===== config.mk =====
export PLATFORM = sky130hd
export DESIGN_NAME = dip_uart_reporter
export DESIGN_NICKNAME = d
export VERILOG_FILES = /design/src/rtl/dip_uart_reporter.sv
export SDC_FILE = /design/constraint.sdc
export NUM_CORES = 1
export LEC_CHECK = 0
export ABC_AREA = 1
export CORE_AREA = 2 2 75 95
export DETAILED_ROUTE_END_ITERATION = 16
export DIE_AREA = 0 0 77 97
export DONT_BUFFER_PORTS = 1
export HOLD_SLACK_MARGIN = 0.02
export MAX_ROUTING_LAYER = met4
export PLACE_DENSITY = 0.74
export SKIP_LAST_GASP = 1
export SYNTH_ARGS = -nofsm -noshare
export SYNTH_HDL_FRONTEND = slang
export SYNTH_SLANG_ARGS = --single-unit

===== constraint.sdc =====
create_clock -name clk -period 6.5 [get_ports clk]
set_input_delay 1.95 -clock clk [delete_from_list [all_inputs] [get_ports clk]]
set_output_delay 1.95 -clock clk [all_outputs]
set_load 0.005 [all_outputs]

===== src/rtl/dip_uart_reporter.sv =====
// rtl/dip_uart_reporter.sv - debounced DIP switch reporter over an 8N1 UART Tx line
//
// Purpose:
//   Synchronizes and debounces the 8 trainer DIP switches as one vector. Every
//   accepted change, and every send_now request, queues one 8N1 frame carrying
//   dip_stable to the AVR.
//
// Ports:
//   clk          in   1  system clock
//   rst          in   1  asynchronous active-high reset
//   trainer_dip  in   8  raw switch levels, asynchronous to clk
//   avr_rx_busy  in   1  AVR Rx buffer full; blocks the start of a new frame
//   send_now     in   1  one-cycle pulse: report dip_stable even if unchanged
//   avr_rx       out  1  serial Tx line to AVR, idle high, registered
//   dip_stable   out  8  debounced switch value
//   tx_busy      out  1  high while a frame is on the line
module dip_uart_reporter #(
  parameter int CLK_PER_BIT     = 100,
  parameter int DEBOUNCE_CYCLES = 500000
) (
  input  logic       clk,
  input  logic       rst,
  input  logic [7:0] trainer_dip,
  input  logic       avr_rx_busy,
  input  logic       send_now,
  output logic       avr_rx,
  output logic [7:0] dip_stable,
  output logic       tx_busy
);

  localparam int CNT_W = $clog2(DEBOUNCE_CYCLES + 1);
  localparam int BIT_W = $clog2(CLK_PER_BIT + 1);
  localparam logic [CNT_W-1:0] DB_MAX  = CNT_W'(DEBOUNCE_CYCLES - 1);
  localparam logic [BIT_W-1:0] BIT_MAX = BIT_W'(CLK_PER_BIT - 1);

  typedef enum logic [1:0] {
    IDLE  = 2'd0,
    START = 2'd1,
    DATA  = 2'd2,
    STOP  = 2'd3
  } state_t;

  // Two-flop synchronizers
  logic [7:0] dip_meta, sync_dip;
  logic       busy_meta, busy_sync;

  always_ff @(posedge clk or posedge rst) begin
    if (rst) begin
      dip_meta  <= '0;
      sync_dip  <= '0;
      busy_meta <= 1'b0;
      busy_sync <= 1'b0;
    end else begin
      dip_meta  <= trainer_dip;
      sync_dip  <= dip_meta;
      busy_meta <= avr_rx_busy;
      busy_sync <= busy_meta;
    end
  end

  // Whole-vector debounce: any bit flip restarts the hold count, so
  // dip_stable only ever takes a value that held still for the full window.
  logic [7:0]       cand;
  logic [CNT_W-1:0] db_cnt;
  logic             change_q;

  always_ff @(posedge clk or posedge rst) begin
    if (rst) begin
      cand       <= '0;
      db_cnt     <= '0;
      dip_stable <= '0;
      change_q   <= 1'b0;
    end else begin
      change_q <= 1'b0;
      if (sync_dip != cand) begin
        cand   <= sync_dip;
        db_cnt <= '0;
      end else if (db_cnt == DB_MAX) begin
        // Counter saturates; reloading the same value is not a change.
        dip_stable <= cand;
        change_q   <= (cand != dip_stable);
      end else begin
        db_cnt <= db_cnt + 1'b1;
      end
    end
  end

  // Requests are registered once so pending rises the cycle after the
  // load / the send_now sample.
  logic send_q;
  logic pending;
  logic leave_idle;
  state_t state;

  assign leave_idle = (state == IDLE) && pending && !busy_sync;

  always_ff @(posedge clk or posedge rst) begin
    if (rst) begin
      send_q  <= 1'b0;
      pending <= 1'b0;
    end else begin
      send_q <= send_now;
      // Set wins over clear: a change seen while a frame starts queues another.
      if (change_q || send_q)
        pending <= 1'b1;
      else if (leave_idle)
        pending <= 1'b0;
    end
  end

  // Transmit FSM with registered line and busy outputs
  logic [BIT_W-1:0] bit_cnt;
  logic [2:0]       bit_idx;
  logic [7:0]       shreg;

  always_ff @(posedge clk or posedge rst) begin
    if (rst) begin
      state   <= IDLE;
      bit_cnt <= '0;
      bit_idx <= '0;
      shreg   <= '0;
      avr_rx  <= 1'b1;
      tx_busy <= 1'b0;
    end else begin
      case (state)
        IDLE: begin
          avr_rx  <= 1'b1;
          tx_busy <= 1'b0;
          bit_cnt <= '0;
          bit_idx <= '0;
          if (leave_idle) begin
            shreg   <= dip_stable;
            state   <= START;
            avr_rx  <= 1'b0;
            tx_busy <= 1'b1;
          end
        end
        START: begin
          if (bit_cnt == BIT_MAX) begin
            bit_cnt <= '0;
            state   <= DATA;
            avr_rx  <= shreg[0];
          end else begin
            bit_cnt <= bit_cnt + 1'b1;
          end
        end
        DATA: begin
          if (bit_cnt == BIT_MAX) begin
            bit_cnt <= '0;
            if (bit_idx == 3'd7) begin
              state  <= STOP;
              avr_rx <= 1'b1;
            end else begin
              bit_idx <= bit_idx + 1'b1;
              shreg   <= {1'b0, shreg[7:1]};
              avr_rx  <= shreg[1];
            end
          end else begin
            bit_cnt <= bit_cnt + 1'b1;
          end
        end
        STOP: begin
          if (bit_cnt == BIT_MAX) begin
            bit_cnt <= '0;
            state   <= IDLE;
            tx_busy <= 1'b0;
          end else begin
            bit_cnt <= bit_cnt + 1'b1;
          end
        end
        default: begin
          state   <= IDLE;
          avr_rx  <= 1'b1;
          tx_busy <= 1'b0;
        end
      endcase
    end
  end

endmodule


==> results of run 1 <==
-- registers in the layout, summed over array words and instances, names as in the netlist --
name and cells:
bit_idx 3, avr_rx 1, send_q 1, busy_meta 1, shreg 8, change_q 1, state 2, dip_stable 8
pending 1, busy_sync 1, db_cnt 19, cand 8, sync_dip 8, bit_cnt 7, dip_meta 8, tx_busy 1
-- metal layers --
| layer | wire [µm] | share of wire |
|---|---|---|
| met3 | 226 | 0.032 |
| met5 | 0 | 0 |
| met2 | 3680 | 0.52 |
| met1 | 2990 | 0.42 |
| met4 | 178 | 0.025 |
-- final cells by class --
class,instances,area share
well taps,87,0.0264
multi-input cells,300,0.394
inverters,55,0.0504
clock buffers,9,0.0300
flip-flops and latches,78,0.474
repair buffers,1,0.00182
clock inverters,7,0.0237
-- synthesized netlist by cell type --
cell / number / area share
nand4_1: 13 / 0.021
a21oi_1: 8 / 0.010
a21oi_2: 1 / 0.0023
nor3_1: 12 / 0.016
clkinv_1: 2 / 0.0020
mux2i_1: 7 / 0.018
nand3_1: 20 / 0.026
nor2_4: 4 / 0.012
nand3_2: 2 / 0.0052
clkbuf_1: 8 / 0.0078
nor3b_1: 1 / 0.0020
nand2_1: 106 / 0.10
o21ai_1: 2 / 0.0026
xnor2_1: 14 / 0.032
inv_1: 51 / 0.050
and3_1: 1 / 0.0016
xor2_1: 5 / 0.011
buf_2: 1 / 0.0013
o21ai_2: 7 / 0.016
inv_2: 2 / 0.0020
ha_1: 9 / 0.029
or2_2: 3 / 0.0049
dfstp_2: 1 / 0.0068
a31oi_1: 1 / 0.0016
o21a_1: 2 / 0.0039
nor2_2: 5 / 0.0081
buf_6: 2 / 0.0059
nor2_1: 58 / 0.057
dfrtp_1: 77 / 0.50
o21ai_0: 10 / 0.013
nand3_4: 2 / 0.0091
nand4_2: 1 / 0.0033
nand2_2: 5 / 0.0081
nand3b_4: 1 / 0.0052
-- cell families after synthesis --
group,share of synthesized area
flops,0.508
fa+ha+maj,0.0293
mux,0.0182
buf+inv,0.0687
xor+xnor,0.0433
simple gates,0.282
compound gates,0.0498
-- worst max-delay path by stage --
stage	to	cells after the start
finish	avr_rx	0
global route	avr_rx	0
CTS	avr_rx	0
detailed placement	bit_cnt[0]	2
global placement	sync_dip[0]	2
floorplan	bit_cnt[0]	1
-- power groups by stage --
stage,Combinational (W),Clock (W),Sequential [W]
after floorplan,0.000204,0,0.000550
after detailed placement,0.000236,0,0.000557
final,0.000236,0.000402,0.000547
after global routing,0.000269,0.000440,0.000551
after CTS,0.000237,0.000410,0.000548
after global placement,0.000231,0,0.000555
-- layout by cell type (no fill, tap or decap) --
| master | n |
|---|---|
| a21oi_2 | 1 |
| a21oi_1 | 8 |
| nand3_4 | 2 |
| inv_2 | 2 |
| nand2_2 | 5 |
| nor2_2 | 5 |
| or2_2 | 3 |
| a31oi_1 | 1 |
| o21ai_2 | 7 |
| nand3_2 | 2 |
| buf_4 | 1 |
| xnor2_1 | 14 |
| nand4_2 | 1 |
| xor2_1 | 5 |
| clkinvlp_4 | 2 |
| inv_1 | 50 |
| nand2_1 | 106 |
| clkinv_1 | 2 |
| bufinv_16 | 2 |
| nand4_1 | 13 |
| clkinv_4 | 1 |
| inv_6 | 1 |
| o21a_1 | 2 |
| nor2_1 | 58 |
| nand3b_4 | 1 |
| clkbuf_8 | 9 |
| clkinv_2 | 2 |
| dfrtp_1 | 77 |
| o21ai_1 | 2 |
| o21ai_0 | 10 |
| nand3_1 | 20 |
| nor3_1 | 12 |
| nor3b_1 | 1 |
| and3_1 | 1 |
| ha_1 | 9 |
| nor2_4 | 4 |
| mux2i_1 | 7 |
| dfstp_2 | 1 |
-- through the flow --
stage / util / total power [W]
3_5_place_dp: 0.598 / 0.000794
4_1_cts: 0.632 / 0.00120
6_report: 0.632 / 0.00119
2_1_floorplan: - / 0.000754
5_1_grt: 0.632 / 0.00126
3_3_place_gp: 0.598 / 0.000786
==> out/metrics.csv, run 1 <==
metric,value,unit
Syn Nets,465,
vias in the first global route,2816,
Filler cells,581,
area delta synth->final,7.33,%
Crit Path Max Fanout,2,
initial antenna violation count,0,
yosys warns,0,
Die ar.,0.00747,mm²
status,"complete, no violations",
Setup crit start kind,register,
Iter 0 DRT Violations,137,
# IOs,22,
source of the worst register-to-register timing path,state[0],
htree depth,3,
Internal,0.000818,W
max_slew headroom,0.373,
Final min period,2.85,ns
Finished Layout Cells,537,
multi-input logic area,0.00163,mm²
R2R depth,7,
met2 Use GR,0.369,
first drt pass iteration count,4,
Antenna Nets Post-Route,0,
setup TNS,0,ns
met3 global-route usage,0.0606,
GR Util All Layers,0.220,
# DRC,0,
GR Overflow Total,0,
chip width,77,µm
kind of critical path,register to output pin,
cell area after layout,0.00412,mm²
setup bufs post-CTS,0,
Slew Limit Fails,0,
critical path launch point,avr_rx,
sequential share of power,0.462,
Critical Path RT,4.55,ns
Setup WS pre-CTS,3.68,ns
DR vias,2747,
Synth Cell Area,0.00384,mm²
post-synthesis cell type count,34,
sequential cell area,0.00195,mm²
Worst R2R End,shreg[5],
Comb power frac,0.199,
# placed instances,521,
CTS tree,yes,
clk_lat worst skew,0.35,ns
CTS sink count,78,
Starting Density,0.589,
Hold WS,0.351,ns
upper clock frequency limit,351,MHz
Worst Tran Pin Value,0.941,ns
Clk pwr share,0.339,
Final Hold Fails,0,
syn_area_per_cell,8.65,µm²
TritonCTS Buffers,9,
crit path DAT,0.90,ns
RSZ-0062 raised after global routing,no,
Worst Hold Class,register to register,
layout cell share with drive strength beyond 1,0.116,
setup ws final,3.65,ns
root buf cell,clkbuf_8,
clock slew at reported path FFs,0.08,ns
GR peak layer,met2,
Final HPWL DP,5110,µm
Max VDD drop,138,µV
Final Cycle Share,0.438,
PwrDens,287,mW/mm²
port bufs,0,
cts hold-fix bufs,0,
final setup fails,0,
Core Region,0.00652,mm²
Diodes inserted,0,
Setup crit end kind,output pin,
Fin Clk Skew,0.00782,ns
MaxCap Viol Count,0,
largest net degree at the start of global routing,79,
sequential-to-total area share from yosys stat,0.508,
Seq cells post-synth,78,
CTS Buffer Depth,2,
worst hold start,dip_meta[1],
final net count,466,
GPL Wtd Cong,0.904,
Lkg Pwr,1.93,nW
M1 GR Usage,0.253,
switch share,0.310,
sw power,0.000367,W
Die Ht,97,µm
FP Rows,33,
Via density,5.12,
hold path depth,0,
Hold Path End,sync_dip[1],
"wirelength, routed",7070,µm
DR WL/cell,13.2,µm
post_cts resized,0,
first-pass GRT wire length,12700,µm
placed instance area,0.00390,mm²
number of cells produced by synthesis,444,
r2r setup slk,4.46,ns
Note: power is estimated with default switching activity, not from simulation.
==> run 2: changes to the inputs <==
Settings changed: ABC_AREA 1 to 0, CORE_AREA 2 2 75 95 to 2 2 71 90, DIE_AREA 0 0 77 97 to 0 0 73 92, PLACE_DENSITY 0.74 to 0.73.
Clock period 6.5 ns to 2.8 ns, I/O delays scaled along.
==> out/metrics.csv, run 2 <==
metric,value,unit,change
# IOs,22,,unchanged
max_slew headroom,0.594,,+0.221
Setup crit end kind,register,,
Synth Cell Area,0.00340,mm²,-12%
Lkg Pwr,1.65,nW,-15%
Comb power frac,0.187,,-0.012
syn_area_per_cell,11.9,µm²,+37%
GR Overflow Total,0,,unchanged
Via density,5.59,,+9.3%
FP Rows,32,,-3.0%
Hold WS,0.312,ns,-0.0386 ns
initial antenna violation count,0,,unchanged
# DRC,0,,unchanged
crit path DAT,2.35,ns,+1.45 ns
Core Region,0.00597,mm²,-8.6%
most frequent cells in the layout,"dfrtp_1, nor2_1, xor2_1, mux2_2, xnor2_1",,
Final Cycle Share,0.755,,
Setup crit start kind,register,,
htree depth,3,,unchanged
Post-synth EDFFs,0,,unchanged
first-pass GRT wire length,9630,µm,-24%
area delta synth->final,8.66,%,
yosys warns,0,,unchanged
MaxCap Viol Count,0,,unchanged
Biggest register,db_cnt,,
critical path launch point,state[0],,
Largest register FFs,19,,unchanged
Post-synth top cells,"dfrtp_1, nor2_1, mux2_2, xor2_1, xnor2_1",,
biggest area consumer among synthesized cells,dfrtp_1,,
Antenna Nets Post-Route,0,,unchanged
clock slew at reported path FFs,0.09,ns,about the same
Final HPWL DP,3770,µm,-26%
setup bufs post-CTS,0,,unchanged
vias in the first global route,2066,,-27%
upper clock frequency limit,473,MHz,
Worst R2R End,shreg[6],,
Critical Path RT,3.04,ns,-1.51 ns
# placed instances,342,,-34%
Syn Nets,307,,-34%
Iter 0 DRT Violations,123,,-10%
final setup fails,0,,unchanged
post-synthesis cell type count,36,,+5.9%
Final Hold Fails,0,,unchanged
Diodes inserted,0,,unchanged
Fin Clk Skew,0.00872,ns,+0.000898 ns
Final min period,2.11,ns,
post_cts resized,0,,unchanged
Crit Path Max Fanout,15,,+13
final net count,306,,-34%
"count leader, synth",dfrtp_1,,
CTS tree,yes,,
GR Util All Layers,0.193,,-0.0274
Setup WS pre-CTS,0.699,ns,-2.98 ns
GPL Wtd Cong,0.833,,-7.8%
setup TNS,0,ns,unchanged
cts hold-fix bufs,0,,unchanged
switch share,0.288,,-0.0216
"wirelength, routed",5490,µm,-22%
TritonCTS Buffers,9,,unchanged
Worst Tran Pin Value,0.609,ns,-0.332 ns
Clk pwr share,0.344,,+0.005
sequential cell area,0.00195,mm²,unchanged
R2R depth,6,,-1
chip width,73,µm,-5.2%
largest net degree at the start of global routing,67,,-15%
post-synth top area share,0.567,,+0.0660
Max VDD drop,655,µV,+380%
setup ws final,0.685,ns,-2.97 ns
Finished Layout Cells,358,,-33%
sw power,0.000790,W,+110%
Die Ht,92,µm,-5.2%
status,"complete, no violations",,
clk_lat worst skew,0.35,ns,about the same
source of the worst register-to-register timing path,state[0],,
critical path capture point,shreg[6],,
layout cell share with drive strength beyond 1,0.169,,+0.0534
Synth async-reset ratio,1.00,,unchanged
Worst Hold Class,input port to asynchronous set/reset pin,,
CTS Buffer Depth,2,,unchanged
r2r setup slk,0.69,ns,-3.77 ns
first drt pass iteration count,4,,unchanged
Seq cells post-synth,78,,unchanged
multi-input logic area,0.00137,mm²,-16%
Die ar.,0.00672,mm²,-10%
sequential share of power,0.469,,+0.007
leading post-synthesis cells by cell area,"dfrtp_1, mux2_2, xor2_1",,
sequential-to-total area share from yosys stat,0.575,,+0.0669
kind of critical path,register to register,,
DR vias,2001,,-27%
Starting Density,0.569,,-0.0198
port bufs,0,,unchanged
PwrDens,742,mW/mm²,+160%
RSZ-0062 raised after global routing,no,,
Slew Limit Fails,0,,unchanged
Internal,0.00195,W,+140%
Post-synth top flop,dfrtp_1,,
root buf cell,clkbuf_8,,
number of cells produced by synthesis,286,,-36%
"most common cell after layout, fill and taps aside",dfrtp_1,,
DR WL/cell,15.3,µm,+17%
CTS sink count,78,,unchanged
Filler cells,465,,-20%
[run 2: cell types whose count changed in the layout (fill, tap and decap cells not counted), sizes merged, moves of 4 or more]
cell	change
inv	-47
and3	+5
a21oi	-9
mux2i	-4
nand4	-7
nor3	-10
mux2	+23
nor4	+4
o21ai	-10
nand2	-97
nor2	-26
xor2	+18
nand3	-13
[run 2: worst max-delay path: stages (launching register included)]
cell      delay (ns)
dfrtp_1         0.42
inv_1           0.09
ha_1            0.55
nor2_1          0.13
o21bai_1        0.23
nor2_4          0.22
mux2_2          0.37
[run 2: stage by stage]
stage | power [W] | utilization | instance area [µm²]
2_1_floorplan | 0.00172 | - | 3400
3_3_place_gp | 0.00180 | 0.580 | 3460
3_5_place_dp | 0.00182 | 0.580 | 3460
4_1_cts | 0.00277 | 0.618 | 3690
5_1_grt | 0.00289 | 0.618 | 3690
6_report | 0.00274 | 0.618 | 3690
[run 2: kinds of logic after synthesis]
kind of cell	synth area share
AND/OR/NAND/NOR	0.147
flip-flops	0.575
XOR/XNOR	0.101
multiplexers	0.0851
AO/OA/AOI/OAI	0.0380
buffers and inverters	0.0210
adder cells (fa/ha/maj)	0.0332
[run 2: layout make-up]
| class | count | area share |
|---|---|---|
| Multi-Input combinational cell | 189 | 0.372 |
| Inverter | 5 | 0.00610 |
| Tap cell | 68 | 0.0231 |
| Clock inverter | 7 | 0.0288 |
| Timing Repair Buffer | 2 | 0.00746 |
| Clock buffer | 9 | 0.0336 |
| Sequential cell | 78 | 0.529 |
[run 2: how the worst min path moves through the flow]
stage	from	endpoint	slack, ns
floorplan	busy_meta	busy_sync	0.33
global placement	dip_meta[1]	sync_dip[1]	0.33
detailed placement	busy_meta	busy_sync	0.33
CTS	rst	db_cnt[11]	0.31
global route	rst	db_cnt[11]	0.32
finish	rst	db_cnt[11]	0.31
[run 2: power by group through the flow]
stage / logic (W) / registers (W) / clock network, W
3_5_place_dp: 0.000517 / 0.00131 / 0
4_1_cts: 0.000521 / 0.00128 / 0.000967
3_3_place_gp: 0.000500 / 0.00130 / 0
5_1_grt: 0.000579 / 0.00129 / 0.00102
6_report: 0.000513 / 0.00128 / 0.000942
2_1_floorplan: 0.000431 / 0.00129 / 0
[run 2: layer usage]
layer | GRT usage | vias to the layer above | share of wire
met3 | 0.0374 | 11 | 0.041
met2 | 0.295 | 37 | 0.50
met5 | - | - | 0
li1 | - | 968 | -
met1 | 0.246 | 985 | 0.44
met4 | 0.0926 | 0 | 0.022
==> run 3: changes to the inputs <==
Settings changed: CORE_AREA 2 2 71 90 to 2 2 73 93, DIE_AREA 0 0 73 92 to 0 0 75 95, PLACE_DENSITY 0.73 to 0.72.
Clock period 2.8 ns to 1.8 ns, I/O delays scaled along.
==> out/metrics.csv, run 3 (synthesized netlist as in run 2, its figures left out) <==
metric,value,unit,change
status,"complete, but fails checks",,
failing checks,setup timing,,
root buf cell,clkbuf_8,,
GR Overflow Total,0,,unchanged
most frequent cells in the layout,"dfrtp_1, nor2_1, buf_4, xor2_1, xnor2_1",,
Largest register FFs,19,,unchanged
Lkg Pwr,1.85,nW,+12%
TritonCTS Buffers,9,,unchanged
largest net degree at the start of global routing,79,,+18%
Slew Limit Fails,0,,unchanged
R2R depth,7,,+1
Worst Hold Class,input port to asynchronous set/reset pin,,
chip width,75,µm,+2.7%
Hold WS,0.172,ns,-0.140 ns
Setup crit end kind,register,,
first drt pass iteration count,4,,unchanged
DR vias,2155,,+7.7%
PwrDens,1100,mW/mm²,+49%
"most common cell after layout, fill and taps aside",dfrtp_1,,
Final Hold Fails,0,,unchanged
# IOs,22,,unchanged
"Core Util, Final",0.647,,+0.0288
critical path launch point,bit_idx[1],,
Diodes inserted,0,,unchanged
clock slew at reported path FFs,0.09,ns,about the same
layout cell share with drive strength beyond 1,0.294,,+0.126
htree depth,3,,unchanged
port bufs,0,,unchanged
"wirelength, routed",5980,µm,+8.9%
Core Region,0.00632,mm²,+5.9%
final setup fails,8,,+8
Filler cells,456,,-1.9%
CTS tree,yes,,
Antenna Nets Post-Route,0,,unchanged
setup ws final,-0.0477,ns,-0.733 ns
CTS Buffer Depth,2,,unchanged
Final min period,1.85,ns,-0.267 ns
upper clock frequency limit,541,MHz,+14%
Critical Path RT,2.04,ns,-1.00 ns
CTS sink count,78,,unchanged
MaxCap Viol Count,0,,unchanged
final net count,342,,+12%
Via density,5.22,,-6.6%
cts hold-fix bufs,0,,unchanged
Max VDD drop,1100,µV,+67%
first-pass GRT wire length,9990,µm,+3.7%
Worst Tran Pin Value,0.393,ns,-0.215 ns
Die ar.,0.00713,mm²,+6.1%
Final HPWL DP,3920,µm,+4.1%
crit path DAT,2.09,ns,-0.26 ns
Setup crit start kind,register,,
Starting Density,0.538,,-0.0317
Final Cycle Share,1.03,,+0.271
Crit Path Max Fanout,7,,-8
GPL Wtd Cong,0.872,,+4.7%
DR WL/cell,14.5,µm,-5.6%
Fin Clk Skew,0.00749,ns,-0.00123 ns
Iter 0 DRT Violations,102,,-17%
# DRC,0,,unchanged
max_slew headroom,0.738,,+0.144
GR Util All Layers,0.195,,+0.00209
source of the worst register-to-register timing path,bit_idx[1],,
FP Rows,33,,+3.1%
Biggest register,db_cnt,,
initial antenna violation count,0,,unchanged
kind of critical path,register to register,,
area delta synth->final,20.4,%,
Die Ht,95,µm,+3.3%
RSZ-0062 raised after global routing,yes,,
vias in the first global route,2117,,+2.5%
clk_lat worst skew,0.35,ns,about the same
[run 3: cell types whose count changed in the layout (fill, tap and decap cells not counted), moves of 2 or more]
cell      delta
buf_4       +34
mux2_2      -15
mux2_4      +15
inv_6        +4
clkinv_4     -3
ha_1         -3
buf_12       +2
ha_2         +2
nor2_1       -2
nor2_2       +2
[run 3: final timing paths]
check	to	slack [ns]
max in group asynchronous	avr_rx	1.31
min in group clk	dip_meta[4]	0.21
hold / removal	dip_meta[3]	0.17
setup / recovery	shreg[0]	-0.05
hold reg to reg	sync_dip[5]	0.35
setup reg to reg	shreg[0]	-0.05
[run 3: cell type report]
cell class | instances | area (µm²) | area share
Inverter | 5 | 22.5 | 0.00551
Tap cell | 87 | 109 | 0.0266
Timing Repair Buffer | 38 | 323 | 0.0789
Clock inverter | 7 | 78.8 | 0.0193
Clock buffer | 9 | 124 | 0.0303
Sequential cell | 78 | 1950 | 0.478
Multi-Input combinational cell | 189 | 1480 | 0.362
[run 3: critical path, stage by stage, from the launching register on]
cell      delay, ns
dfrtp_1        0.42
ha_2           0.21
ha_4           0.16
nor4_4         0.24
o21bai_2       0.14
nor2_4         0.14
buf_12         0.14
mux2_4         0.29
[run 3: metal layers]
layer	up-vias	track usage	part of all wire
li1	1037	-	-
met4	0	0.0714	0.017
met1	1081	0.240	0.44
met2	27	0.296	0.52
met3	10	0.0683	0.032
met5	-	-	0
[run 3: power breakdown]
part	leakage, nW	internal [W]	total, W	switching (W)
registers	1.01	0.00189	0.00199	0.000106
logic	0.736	0.000597	0.00117	0.000576
clock network	0.105	0.000663	0.00134	0.000680
[run 3: repair_timing]
item | CTS | global route
hold endpoints to repair | 0 | 0
endpoints found under the setup margin | 16 | 23
gates resized for setup | 5 | 20
buffers inserted | 2 | 5
pin swaps | 7 | 10
[run 3: stage by stage]
stage	TNS, ns	setup slack, ns	area (µm²)	total power (W)	std cells
4_1_cts	-0.298	-0.0516	3960	0.00443	408
5_1_grt	-1.15	-0.111	4090	0.00475	413
3_5_place_dp	-0.924	-0.0755	3720	0.00299	390
3_3_place_gp	-0.311	-0.0397	3720	0.00295	390
6_report	-0.353	-0.0477	4090	0.00451	413
2_1_floorplan	-0.374	-0.0483	3410	0.00270	286
